### src/rtl/counter_pkg.sv
// Shared definitions for the counter family: state encoding and width limit.
package counter_pkg;

  localparam int unsigned CNT_W_MAX = 32;

  typedef enum logic [1:0] {
    ST_IDLE = 2'd0,
    ST_RUN  = 2'd1,
    ST_DONE = 2'd2
  } state_e;

endpackage

### src/rtl/mod_up_counter.sv
// Loadable modulo-N up-counter with start/stop control and one-shot or
// periodic mode. tc is a registered one-cycle terminal-count pulse.
module mod_up_counter
  import counter_pkg::*;
#(
  parameter int unsigned WIDTH = 4
) (
  input  logic             clk,
  input  logic             rstn,
  input  logic             start,
  input  logic             stop,
  input  logic             load,
  input  logic [WIDTH-1:0] load_val,
  input  logic [WIDTH-1:0] max_val,
  input  logic             periodic,
  output logic [WIDTH-1:0] count,
  output logic             tc,
  output logic             busy,
  output logic             done
);

  if (WIDTH < 2 || WIDTH > CNT_W_MAX) begin : g_bad_width
    $error("mod_up_counter: WIDTH out of range 2..32");
  end

  state_e           state_q, state_d;
  logic [WIDTH-1:0] count_q, count_d;
  logic             tc_q, tc_d;
  logic             busy_q, done_q;

  // Next-state and next-count; priority is load > stop > start > count step
  always_comb begin
    state_d = state_q;
    count_d = count_q;
    tc_d    = 1'b0;
    if (load) begin
      count_d = load_val;
      if (state_q == ST_DONE) state_d = ST_IDLE;
    end else if (stop) begin
      state_d = ST_IDLE;
    end else if (start && state_q != ST_RUN) begin
      // Restarting a finished one-shot begins a fresh period from zero
      if (state_q == ST_DONE) count_d = '0;
      state_d = ST_RUN;
    end else if (state_q == ST_RUN) begin
      // >= so a loaded value above max_val terminates instead of running to 2^WIDTH
      if (count_q >= max_val) begin
        tc_d = 1'b1;
        if (periodic) begin
          count_d = '0;
        end else begin
          state_d = ST_DONE;
        end
      end else begin
        count_d = count_q + WIDTH'(1);
      end
    end
  end

  // State register; busy/done decode the next state so they track it exactly
  always_ff @(posedge clk or negedge rstn) begin
    if (!rstn) begin
      state_q <= ST_IDLE;
      count_q <= '0;
      tc_q    <= 1'b0;
      busy_q  <= 1'b0;
      done_q  <= 1'b0;
    end else begin
      state_q <= state_d;
      count_q <= count_d;
      tc_q    <= tc_d;
      busy_q  <= (state_d == ST_RUN);
      done_q  <= (state_d == ST_DONE);
    end
  end

  assign count = count_q;
  assign tc    = tc_q;
  assign busy  = busy_q;
  assign done  = done_q;

endmodule

### config.mk
export PLATFORM = sky130hd
export DESIGN_NAME = mod_up_counter
export DESIGN_NICKNAME = d
export VERILOG_FILES = /design/src/rtl/counter_pkg.sv /design/src/rtl/mod_up_counter.sv
export SDC_FILE = /design/constraint.sdc
export NUM_CORES = 1
export LEC_CHECK = 0
export CORE_MARGIN = 4
export CORE_UTILIZATION = 47
export DETAILED_ROUTE_END_ITERATION = 10
export GPL_ROUTABILITY_DRIVEN = 0
export PLACE_DENSITY = 0.84
export REMOVE_ABC_BUFFERS = 1
export SKIP_CTS_REPAIR_TIMING = 1
export SYNTH_ARGS = -nofsm -noshare
export SYNTH_HDL_FRONTEND = slang
export SYNTH_SLANG_ARGS = --single-unit
### constraint.sdc
create_clock -name clk -period 4.9 [get_ports clk]
set_input_delay 0.49 -clock clk [delete_from_list [all_inputs] [get_ports clk]]
set_output_delay 0.49 -clock clk [all_outputs]
set_load 0.05 [all_outputs]
After elaboration in Yosys (flattened, before gate mapping) --
Cells that the tools add are included. Widths: inputs -> output; s select.
Cells by class: reductions and logical operators 3, multiplexer cells 19, add/sub/neg operators 1, $lt $le $gt $ge 1, equality and inequality tests 8
Operators by type and width (count):
- $mux 4 | 7
- $mux 2 | 7
- $mux 1 | 5
- $add 4x1->4 const B | 1
- $eq 2x1->1 const B | 2
- $eq 2x2->1 const B | 2
- $ge 4x4->1 | 1
- $ne 2x1->1 const B | 2
- $ne 4x4->1 const B | 1
- $reduce_and 4->1 | 1
- $ne 3x3->1 const B | 1
- $reduce_bool 3->1 | 1
- $logic_and 1x1->1 | 1
Word-level totals: bits in registers 9, bits of input ports 14

Depth between registers and ports, before layout --
depth in word-level cells 7, gate-level depth with buffers 7

Worst setup path after synthesis --
Ideal clock, no wire load.
path kind flip-flop to flip-flop, from register count_q[0], in the netlist count[0], to register count_q[0], in the netlist count[0], arrival 1.927 ns, required time 4.775 ns, slack 2.848 ns, path buffers 0, library setup time 0.125 ns, cell stages (with the launch flop) 7, cell sequence dfrtp_1 inv_1 ha_1 nor3b_1 o21a_1 o31a_1 mux2_4
On the way: cells in the longest elaborated chain, start to end 6, elaborated cells between the ends (all ways) 9
Ends and longest elaborated chain:
- from (decl) | line mod_up_counter.sv:27 | logic [WIDTH-1:0] count_q, count_d;
- from (signal assigned) | line mod_up_counter.sv:70 | count_q <= count_d;
- $add 4x1->4 / $ge 4x4->1 (equally long branches) | line mod_up_counter.sv:55, mod_up_counter.sv:47
- $mux 4 | line mod_up_counter.sv:47 | if (count_q >= max_val) begin
- $mux 4 | line mod_up_counter.sv:45 | end else if (state_q == ST_RUN) begin
- $mux 4 | line mod_up_counter.sv:41 | end else if (start && state_q != ST_RUN) begin
- $mux 4 | line mod_up_counter.sv:39 | end else if (stop) begin
- $mux 4 | line mod_up_counter.sv:36 | if (load) begin
Parallel ways exist; a longest one is shown, timed or not. The select of a mux whose other input is x is not followed. A chain may end at the register's enable or synchronous reset.

Worst setup path in the final report --
from input max_val[3], to register count_q[1], in the netlist count[1]
On the way: cells in the longest elaborated chain, start to end 6, elaborated cells between the ends (all ways) 8
Ends and longest elaborated chain:
- from (decl) | line mod_up_counter.sv:14 | input logic [WIDTH-1:0] max_val,
- $ge 4x4->1 (*) | line mod_up_counter.sv:47
- $mux 4 | line mod_up_counter.sv:47
- $mux 4 | line mod_up_counter.sv:45
- $mux 4 | line mod_up_counter.sv:41
- $mux 4 | line mod_up_counter.sv:39
- $mux 4 | line mod_up_counter.sv:36
Mark *: on every way between the ends. The rest lies on a longest branch, timed or not. The select of a mux whose other input is x is not followed.

==> reports/summary.log <==
qor: synthesis.ys_dominant_reg_cell dfrtp_1
qor: synthesis.netlist_area 654.4 um2
qor: critical_path.timing_worst_setup_path_type in2reg
qor: clock_tree.clkLatencyLatePin 250 ps
qor: floorplan.starting_utilization_of_the_core_area 0.5029
qor: route.drt-initial-drc-count 10
qor: route.route.antenna.remaining_nets 0
qor: place.placedCellCount 102
qor: power.switching_power 0.2215 mW
qor: sta.fmax 430.5 MHz
qor: sta.period_needed 2323 ps
qor: final_layout.layout.nets 111
qor: sta.finalHoldViolations 0
qor: power.report.power.total 0.4612 mW
qor: critical_path.critical_path.reg2reg.startpoint count[0]
qor: run_status.run_status finished, final reports clean
qor: synthesis.synth-edff-count 0
qor: power.netSwitchingFraction 0.4802
qor: synthesis.register_bit_count_reported_by_yosys 9
qor: route.detail_route.wirelength 1526 um
qor: place.port_buffers 20
qor: sta.report.final.slew_viol_count 0
qor: synthesis.synth.lib_cells_used.distinct 31
qor: clock_tree.cts_sinks 9
qor: global_route.total_global_routing_overflow 0
qor: synthesis.async_reset_ff_frac 1.000
qor: global_route.use_met3 0.03586
qor: clock_tree.clk_root_buffer_cell clkbuf_4
qor: global_route.grt_util_all_layers 0.1616
qor: clock_tree.h-tree-depth 1
qor: synthesis.synthesis.area_per_instance 9.348 um2
qor: final_layout.antenna_cells_inserted 0
qor: synthesis.sequential_element_share_of_the_synthesized_area 0.3442
qor: floorplan.io_pins 21
qor: synthesis.yosys_warnings 0
qor: route.drc 0
qor: sta.worst_clock_skew 0.2666 ps
qor: floorplan.std_cell_rows 13
qor: global_route.grt_most_used_layer met2
qor: final_layout.finish.cell_count_without_fillers 106
qor: critical_path.worstPathRequired 5040 ps
qor: flow_run.max_cap_violations 0
qor: clock_tree.path_clk_slew 60 ps
qor: route.total_via_count_in_the_routed_design 606
qor: critical_path.timing.critical_path.arrival 2460 ps
qor: floorplan.die_area 2053 um2
qor: power.power_frac_seq 0.280
qor: critical_path.worst_setup_path_end_kind flop
qor: global_route.grt.met2_usage 0.2825
qor: synthesis.synth_xor_xnor_area_share 0
qor: synthesis.synth_top_family_by_area compound AO/OA/AOI/OAI gates
qor: critical_path.crit_path_cell_trace clkdlybuf4s50_1, inv_1, ha_1, a21oi_1, o21a_1, o31a_1, mux2_4
qor: final_layout.area.growth.synth_to_final 35.56%
qor: synthesis.yosys.area_share.adder 0.09560
qor: route.first_pass_iters 4
qor: synthesis.number_of_cells_produced_by_synthesis 70
qor: floorplan.core_area 1301 um2
qor: route.post_drt_wl_per_cell 14.40 um
qor: power.p_leak 0.3857 nW
qor: clock_tree.numCtsBuffers 3
qor: final_layout.final_layout_size_suffix_gt1_frac 0.07692
qor: critical_path.cp_slowest_cell clkdlybuf4s50_1
qor: global_route.antenna_violations_before_repair 0
qor: synthesis.post_synth_and_or_nand_nor_area_fraction 0.1836
qor: power.p_clk_frac 0.123
qor: place.hpwlAfterDp 1170 um
qor: floorplan.horizontal_die_dimension 45.32 um
qor: sta.finalCritPeriodShare 0.4741
qor: sta.max_slew.worst_pin.slew 505.2 ps
qor: min_path.hp-class in2async
qor: critical_path.crit_fanout 13
qor: critical_path.reg2reg_setup_slack 2800 ps
qor: final_layout.final_core_util 0.6817
qor: clock_tree.max-clock-path-buffers 2
qor: power.power_frac_comb 0.597
qor: final_layout.fillers 119
qor: global_route.grt_start_max_net_pins 14
qor: power.cell_internal_pwr 0.2397 mW
qor: route.via_per_inst 5.717
qor: power.power.ir.vdd_worst 0.3066 mV
qor: sta.maxSlewHeadroom 0.6621
qor: critical_path.timing.reg2reg.worst_path_depth 6
qor: global_route.vias_in_the_first_global_route 591
qor: critical_path.r2r_end count[1]
qor: synthesis.muxShareOfSynthArea 0.04589
qor: sta.fin_tns_setup 0 ps
qor: sta.number_of_setup_violations_in_the_final_report 0
qor: synthesis.synth-compound-area-share 0.2658
qor: sta.rsz0062_at_grt false
qor: global_route.grt_pass1_wl 2421 um
qor: critical_path.cp-start-kind input pin
qor: floorplan.die_h 45.32 um
qor: critical_path.max_stage_delay 460 ps
qor: power.power_density 519.9 nW/um2
qor: clock_tree.tritoncts done
qor: global_route.grt_util_met1 0.1936
## layout make-up
type / count / area (um2) / area share
multi-input cells: 50 / 386.6 / 0.4358
flip-flops and latches: 9 / 225.2 / 0.2539
repair buffers: 20 / 200.2 / 0.2257
inverters: 8 / 30.03 / 0.03385
clock buffers: 4 / 26.28 / 0.02962
well taps: 15 / 18.77 / 0.02116
## power by group through the flow
stage | Clock (mW) | Sequential [mW] | Combinational [mW]
floorplan | 0 | 0.198 | 0.119
global placement | 0 | 0.130 | 0.266
detailed placement | 0 | 0.130 | 0.275
CTS | 0.0590 | 0.129 | 0.276
global route | 0.0639 | 0.134 | 0.298
finish | 0.0569 | 0.129 | 0.275
## cell families after synthesis
logic type / after synthesis
buffers and inverters: 11
adders and majority gates: 5
DFF: 9
AOI/OAI and AO/OA: 21
and+or+nand+nor: 22
muxes: 2
## routing by layer
| metal | routed length (um) | part of all wire | vias to the layer above |
|---|---|---|---|
| li1 | - | - | 306 |
| met3 | 82 | 0.054 | 2 |
| met4 | 6 | 0.0039 | 0 |
| met2 | 762 | 0.50 | 16 |
| met5 | 0 | 0 | - |
| met1 | 674 | 0.44 | 282 |
## cell usage in the layout, fill, tap and decap left out
cell             count
a21oi_1              3
clkbuf_4             3
nand2b_1             3
nand4_1              1
mux2_4               2
ha_1                 5
a32oi_1              1
o31ai_1              1
o21a_1               1
nand3_1              2
dfrtp_1              9
o221ai_2             1
o211ai_1             2
nand2_1              5
nand2b_4             1
a32o_1               2
a22oi_1              1
nor2b_1              1
o32a_1               2
o311ai_0             1
inv_1                8
o41ai_1              1
clkbuf_1             1
nor3_1               2
nor2_1               4
a21o_1               2
o31a_1               1
o21bai_1             1
o221ai_1             1
nor4_1               1
nor3b_1              2
clkdlybuf4s50_1     20
## cells in the mapped netlist (2+ instances only)
master	instances	area (um2)
a21o_1	2	15.01
a21oi_1	3	15.01
a32o_1	2	20.02
clkbuf_1	2	7.510
dfrtp_1	9	225.2
ha_1	5	62.56
inv_1	8	30.03
mux2_4	2	30.03
nand2_1	5	18.77
nand2b_1	3	18.77
nand3_1	2	10.01
nor2_1	4	15.01
nor3_1	2	10.01
nor3b_1	2	15.01
o211ai_1	2	15.01
o32a_1	2	20.02
## critical path, delay by kind of cell
family | cells | cell delay [ps]
compound gates | 3 | 860
buf+inv | 2 | 500
mux | 1 | 320
fa+ha+maj | 1 | 300
## state kept, by name (all words and copies together), names as in the netlist
register,flops
count,4
state_q,2
busy,1
done,1
tc,1
## how the worst max path moves through the flow
stage	start	endpoint
3_5_place_dp	max_val[3]	count[0]
4_1_cts	max_val[3]	count[1]
2_1_floorplan	count[0]	count[0]
3_3_place_gp	max_val[1]	count[1]
5_1_grt	max_val[3]	count[1]
6_report	max_val[3]	count[1]
## per-stage QoR
stage	cell area [um2]	setup WS (ps)	hold WS, ps
3_5_place_dp	860.8	2331	590.1
6_report	887.1	2577	537.9
2_1_floorplan	641.9	2655	194.4
5_1_grt	887.1	2480	552.5
4_1_cts	887.1	2600	542.2
3_3_place_gp	860.8	2399	590.9
No activity file was read; power rests on OpenSTA's default activity.
